--- config.mk ---
export PLATFORM = sky130hd
export DESIGN_NAME = vga_frame_monitor
export DESIGN_NICKNAME = d
export VERILOG_FILES = /design/src/rtl/vga_mon_pkg.sv /design/src/rtl/vga_sync_edge.sv /design/src/rtl/vga_frame_monitor.sv
export SDC_FILE = /design/constraint.sdc
export NUM_CORES = 1
export LEC_CHECK = 0
export CORE_UTILIZATION = 35
export DETAILED_ROUTE_END_ITERATION = 12
export GPL_TIMING_DRIVEN = 0
export PLACE_DENSITY_LB_ADDON = 0.25
export SYNTH_ARGS = -nofsm -noshare
export SYNTH_HDL_FRONTEND = slang
export SYNTH_SLANG_ARGS = --single-unit
--- constraint.sdc ---
create_clock -name clk_i -period 4.45 [get_ports clk_i]
set_input_delay 0.89 -clock clk_i [delete_from_list [all_inputs] [get_ports clk_i]]
set_output_delay 0.89 -clock clk_i [all_outputs]
set_load 0.1 [all_outputs]
--- src/rtl/vga_mon_pkg.sv ---
// vga_mon_pkg: shared types, signature constants and signature step for the VGA frame monitor
package vga_mon_pkg;

    typedef enum logic [1:0] {SEEK, SYNC, LOCK} mon_state_t;

    localparam logic [15:0] SIG_POLY = 16'h1021;
    localparam logic [15:0] SIG_SEED = 16'hFFFF;

    function automatic logic [15:0] sig_next(input logic [15:0] sig, input logic [2:0] rgb);
        return {sig[14:0], 1'b0} ^ (sig[15] ? SIG_POLY : 16'h0000) ^ {13'b0, rgb};
    endfunction

endpackage

--- src/rtl/vga_sync_edge.sv ---
// vga_sync_edge: pix_en-gated sampling and leading-edge detection of one sync signal
//   clk_i, rst_ni : clock, asynchronous active-low reset
//   pix_en_i      : pixel strobe, the only cycles in which sync_i is sampled
//   sync_i        : sync input
//   edge_o        : high in a pix_en cycle whose sample is asserted and the previous one was not
module vga_sync_edge #(
    parameter logic SYNC_POL = 1'b1
) (
    input  logic clk_i,
    input  logic rst_ni,
    input  logic pix_en_i,
    input  logic sync_i,
    output logic edge_o
);

    logic prev_q;

    // Resetting to the asserted level means a sync held asserted through
    // reset release is not mistaken for a fresh edge.
    always_ff @(posedge clk_i or negedge rst_ni) begin
        if (!rst_ni)
            prev_q <= SYNC_POL;
        else if (pix_en_i)
            prev_q <= sync_i;
    end

    assign edge_o = pix_en_i && sync_i == SYNC_POL && prev_q != SYNC_POL;

endmodule

--- src/rtl/vga_frame_monitor.sv ---
// vga_frame_monitor: raster timing check, lock FSM, lit-pixel count and per-frame signature
//   clk_i, rst_ni    : clock, asynchronous active-low reset
//   pix_en_i         : pixel strobe; all state advances only on it
//   hsync_i, vsync_i : sync inputs, asserted at SYNC_POL
//   rgb_i            : pixel colour
//   err_clr_i        : clears the sticky h_err_o / v_err_o
//   frame_done_o     : one-cycle pulse when a frame closes
//   frame_ok_o       : closed frame had no length error or counter saturation
//   frame_sig_o      : signature of the closed frame
//   lit_cnt_o        : active pixels with non-zero colour in the closed frame
//   frame_cnt_o      : closed frames, wrapping
//   locked_o         : FSM is in LOCK
//   h_err_o, v_err_o : sticky bad-line / bad-frame flags
module vga_frame_monitor
    import vga_mon_pkg::*;
#(
    parameter int   H_TOTAL  = 800,
    parameter int   V_TOTAL  = 525,
    parameter int   H_START  = 0,
    parameter int   V_START  = 0,
    parameter int   H_ACTIVE = 640,
    parameter int   V_ACTIVE = 480,
    parameter logic SYNC_POL = 1'b1
) (
    input  logic        clk_i,
    input  logic        rst_ni,
    input  logic        pix_en_i,
    input  logic        hsync_i,
    input  logic        vsync_i,
    input  logic [2:0]  rgb_i,
    input  logic        err_clr_i,
    output logic        frame_done_o,
    output logic        frame_ok_o,
    output logic [15:0] frame_sig_o,
    output logic [18:0] lit_cnt_o,
    output logic [15:0] frame_cnt_o,
    output logic        locked_o,
    output logic        h_err_o,
    output logic        v_err_o
);

    localparam int HW = $clog2(H_TOTAL + 1);
    localparam int VW = $clog2(V_TOTAL + 2);

    logic          hs_edge, vs_edge;
    logic [HW-1:0] hcnt_q, hcnt_d;
    logic [VW-1:0] vcnt_q, vcnt_d, vlines;
    logic [15:0]   sig_q, sig_d, base_sig;
    logic [18:0]   lit_q, lit_d;
    logic          bad_line_q, bad_line_d, sat_q, sat_d;
    logic          line_bad, frame_bad, h_sat, v_sat, bad_now, active, frame_ok_d;
    logic          h_err_q, h_err_d, v_err_q, v_err_d;
    logic          done_q, ok_q, locked_q;
    logic [15:0]   fsig_q, fcnt_q;
    logic [18:0]   flit_q;
    mon_state_t    state_q, state_d;

    vga_sync_edge #(.SYNC_POL(SYNC_POL)) u_hs (
        .clk_i    (clk_i),
        .rst_ni   (rst_ni),
        .pix_en_i (pix_en_i),
        .sync_i   (hsync_i),
        .edge_o   (hs_edge)
    );

    vga_sync_edge #(.SYNC_POL(SYNC_POL)) u_vs (
        .clk_i    (clk_i),
        .rst_ni   (rst_ni),
        .pix_en_i (pix_en_i),
        .sync_i   (vsync_i),
        .edge_o   (vs_edge)
    );

    // The frame length counts the hsync edge that coincides with the closing
    // vsync edge, so a raster whose vsync edge lands on a line start measures
    // exactly V_TOTAL lines.
    always_comb begin
        line_bad   = hs_edge && hcnt_q != HW'(H_TOTAL - 1);
        vlines     = vcnt_q + VW'(hs_edge);
        frame_bad  = vs_edge && vlines != VW'(V_TOTAL);
        h_sat      = pix_en_i && !hs_edge && hcnt_q == HW'(H_TOTAL);
        v_sat      = hs_edge && !vs_edge && vcnt_q == VW'(V_TOTAL);
        hcnt_d     = hs_edge ? '0 : hcnt_q + HW'(!h_sat);
        vcnt_d     = vs_edge ? '0 : vcnt_q + VW'(hs_edge && !v_sat);
        active     = int'(hcnt_d) >= H_START && int'(hcnt_d) < H_START + H_ACTIVE &&
                     int'(vcnt_d) >= V_START && int'(vcnt_d) < V_START + V_ACTIVE;
        base_sig   = vs_edge ? SIG_SEED : sig_q;
        sig_d      = active ? sig_next(base_sig, rgb_i) : base_sig;
        lit_d      = (vs_edge ? '0 : lit_q) + 19'(active && rgb_i != 3'd0);
        // A bad line ending on the vsync edge belongs to the frame being closed.
        bad_line_d = !vs_edge && (bad_line_q || line_bad);
        sat_d      = !vs_edge && (sat_q || h_sat || v_sat);
        bad_now    = line_bad || frame_bad || h_sat || v_sat;
        frame_ok_d = !(bad_now || bad_line_q || sat_q);
        h_err_d    = (h_err_q && !err_clr_i) || (state_q != SEEK && line_bad);
        v_err_d    = (v_err_q && !err_clr_i) || (state_q != SEEK && frame_bad);
        state_d    = state_q == SEEK ? (vs_edge ? SYNC : SEEK) :
                     state_q == SYNC ? (vs_edge && frame_ok_d ? LOCK : SYNC) :
                     (bad_now ? SYNC : LOCK);
    end

    always_ff @(posedge clk_i or negedge rst_ni) begin
        if (!rst_ni) begin
            state_q    <= SEEK;
            hcnt_q     <= '0;
            vcnt_q     <= '0;
            sig_q      <= '0;
            lit_q      <= '0;
            bad_line_q <= 1'b0;
            sat_q      <= 1'b0;
            h_err_q    <= 1'b0;
            v_err_q    <= 1'b0;
            done_q     <= 1'b0;
            ok_q       <= 1'b0;
            locked_q   <= 1'b0;
            fsig_q     <= '0;
            flit_q     <= '0;
            fcnt_q     <= '0;
        end else begin
            done_q <= 1'b0;
            if (pix_en_i) begin
                state_q    <= state_d;
                locked_q   <= state_d == LOCK;
                hcnt_q     <= hcnt_d;
                vcnt_q     <= vcnt_d;
                sig_q      <= sig_d;
                lit_q      <= lit_d;
                bad_line_q <= bad_line_d;
                sat_q      <= sat_d;
                h_err_q    <= h_err_d;
                v_err_q    <= v_err_d;
                if (vs_edge && state_q != SEEK) begin
                    done_q <= 1'b1;
                    ok_q   <= frame_ok_d;
                    fsig_q <= sig_q;
                    flit_q <= lit_q;
                    fcnt_q <= fcnt_q + 16'd1;
                end
            end
        end
    end

    assign frame_done_o = done_q;
    assign frame_ok_o   = ok_q;
    assign frame_sig_o  = fsig_q;
    assign lit_cnt_o    = flit_q;
    assign frame_cnt_o  = fcnt_q;
    assign locked_o     = locked_q;
    assign h_err_o      = h_err_q;
    assign v_err_o      = v_err_q;

endmodule
==> reports/metrics.yaml, run 1 <==
global_routing:
  antenna_found_initial: 0
  gr-total-overflow: 0
  first_global_vias: 4253
  grt_first_pass_wirelength_mm: 21.27
  grt_util_all_layers_pct: 16.78
  grt_start_max_net_pins: 91
layout:
  layoutNonFillerInstCount: 843
  antennaDiodeCount: 0
  drive_above_1_share_pct: 11.76
  nets: 662
  utilization_pct: 46.31
  area_growth_pct: 28.79
sta:
  finalSetupTns_ns: 0
  finClkSkew_ns: 0.009117
  timing.final.crit_share_pct: 96.13
  hold_viol: 0
  layout_min_cycle_time_ns: 4.278
  fmax_ghz: 0.2338
  tightest_slew_ns: 0.9815
  slew_headroom_pct: 34.36
  finalSetupViolCount: 0
  slew_viol_final: 0
logic_synthesis:
  avgSynthCellArea_um2: 9.779
  synth_commonest_cells: "150 x nand2_1, 115 x dfrtp_1, 45 x nor2_1, 27 x xor2_1, 22 x o21ai_0"
  ys.warnings.count: 0
  yosysSeqAreaShare_pct: 53.60
  mappedNetlistArea_um2: 5466
  synthTopCellsByArea: "dfrtp_1 53%, nand2_1 10%, xor2_1 4.3%"
  async_flop_share_pct: 100.0
  yosysTopAreaCellShare_pct: 52.64
  synth-seq-cells: 117
  syn_nets: 577
  yosysMostFrequentCell: "nand2_1"
  ys.flop_type: "dfrtp_1"
  synthCells: 559
  synth.largest_area_cell: "dfrtp_1"
  synth_edf_count: 0
  ys_types: 57
setup_path:
  reg2reg_depth: 18
  worst_path_most_repeated_cell: "ha_2"
  crit_chain: "clkdlybuf4s50_1 > nand3b_4 > a31oi_2 > ha_2 > nand4_1 > or3_1 > mux2i_4 > nor2_1 > a21oi_1 > ha_2 > ha_2 > nand2_1 > or3_4 > or4_4 > nand3_1 > o21ai_1"
  cp_slowest_stage_delay_ns: 0.55
  crit_path_max_fanout: 10
  regToRegSetupSlack_ns: 0.43
  start_kind: "input pin"
  r2r-start: "vcnt_q[6]"
  endpoint_kind: "flip-flop"
  worstSetupPathType: "input pin to flip-flop"
  worst_ep_required_time_ns: 4.75
  crit_slowest_cell: "clkdlybuf4s50_1"
  critPathArrivalTime_ns: 4.57
  timing.rr.end: "lit_q[18]"
pwr:
  switchingPower_mw: 1.783
  internal-power_mw: 2.524
  peakVddDrop_uv: 277.2
  seq_power_share_pct: 33.1
  p_leak_nw: 3.177
  p_clk_share_pct: 31.6
  power.share.switching_pct: 41.40
  power_density_nw_per_um2: 611.8
  p_comb_share_pct: 35.4
  p_total_mw: 4.308
route:
  num_vias: 4296
  drc: 0
  first_pass_iters: 4
  vias_per_cell: 5.096
  drt_iter0_drc: 281
  drt_wl_total_mm: 12.61
  ant_nets: 0
  wire_per_inst_um: 14.95
clocking:
  postCtsHoldBufs: 0
  root_buffer: "clkbuf_16"
  numCtsBuffers: 17
  clock_path_buffers: 2
  clk_latency_ns: 0.41
  cts_tree: "yes"
  htreeDepth: 4
  numClockSinks: 117
  path_clk_slew_ns: 0.05
floorplanning:
  coreArea_um2: 15200
  rows: 45
  io_pins: 65
  chipHeight_um: 127.0
  die-area_um2: 16120
  die_w_um: 127.0
  floorplan.initialDensity_pct: 35.96
hold_path:
  holdCritPathClass: "input pin to async pin"
placement:
  dp.cells: 812
  io_buffers: 64
  gp_congestion: 0.8103
  hpwl_mm: 8.776
run:
  cap_violations: 0
status:
  status: "completed"
-- sequential cells by signal (all words and copies together) (netlist names), 2 cells and up --
name,flops
lit_q,19
vcnt_q,10
hcnt_q,10
frame_sig_o,16
sig_q,16
frame_cnt_o,16
state_q,2
lit_cnt_o,19
-- routing by layer --
metal	global-route usage, %	part of all wire, %
met1	22.86	49
met2	26.02	46
met3	4.523	3.4
met4	5.462	1.0
met5	0	0
-- worst max-delay path: cells and delay by family --
family | cells | cell delay, ns
compound gates | 3 | 0.51
simple gates | 8 | 1.75
mux | 1 | 0.19
fa+ha+maj | 3 | 0.66
buf+inv | 1 | 0.55
-- layout by cell type (no fill, tap or decap), types with 9 or more instances in the layout --
cell type	instances
nor2_1	45
clkdlybuf4s50_1	61
o22a_1	12
dfrtp_1	115
nand3_1	17
clkbuf_16	17
and3_1	9
xnor2_1	15
clkbuf_1	10
nand4_1	16
nand2_1	149
a21oi_1	9
o21ai_0	22
xor2_1	26
-- kinds of logic after synthesis --
logic type | count (synthesis) | synth area share, %
compound gates | 75 | 9.773
xor+xnor | 42 | 6.729
fa+ha+maj | 9 | 2.060
buf+inv | 33 | 2.632
flops | 117 | 53.60
mux | 9 | 2.014
simple gates | 274 | 23.19
-- worst max path at each step --
stage,start,end,cells after the start
floorplan,pix_en_i,lit_q[18],17
global placement,rst_ni,frame_sig_o[10],1
detailed placement,pix_en_i,lit_q[18],18
CTS,hsync_i,lit_q[18],19
global route,vsync_i,lit_q[18],16
finish,vsync_i,lit_q[18],16
-- cell type report --
cell class              instances  area (um^2)
plain buffers                  22        108.9
clock buffers                  21        460.4
well taps                     188        235.2
inverters                       9        33.78
clock inverters                 9        128.9
fillers                      1429         8162
flip-flops and latches        117         2930
multi-input cells             409         2450
repair buffers                 68        693.2
-- timing repair --
item,in CTS,in global routing
setup buffers,1,2
gates cloned,0,0
endpoints found under the setup margin,13,9
gates resized for setup,8,8
pin swaps,1,1
-- power groups by stage --
stage,combinational [mW],clock (mW),sequential (mW)
finish,1.52,1.36,1.42
global route,1.60,1.44,1.45
CTS,1.53,1.39,1.42
detailed placement,1.52,0,1.44
global placement,1.51,0,1.44
floorplan,0.283,0,2.28
-- stage by stage --
step / worst slack [ns] / hold WS, ns / instance area, um^2
after floorplan: 0.2909 / 0.4440 / 5466
after global placement: -2.093 / 0.4571 / 6342
after detailed placement: -1.017 / 0.4599 / 6371
after CTS: 0.01151 / 0.3458 / 6999
after global routing: -0.006188 / 0.3472 / 7041
final: 0.1723 / 0.3470 / 7041
Note: power is estimated with default switching activity, not from simulation.
==> run 2: changes to the inputs <==
- HOLD_SLACK_MARGIN: not set -> 0.08
==> results of run 2 <==
Final layout, timing and power as in run 1 (identical DEF).
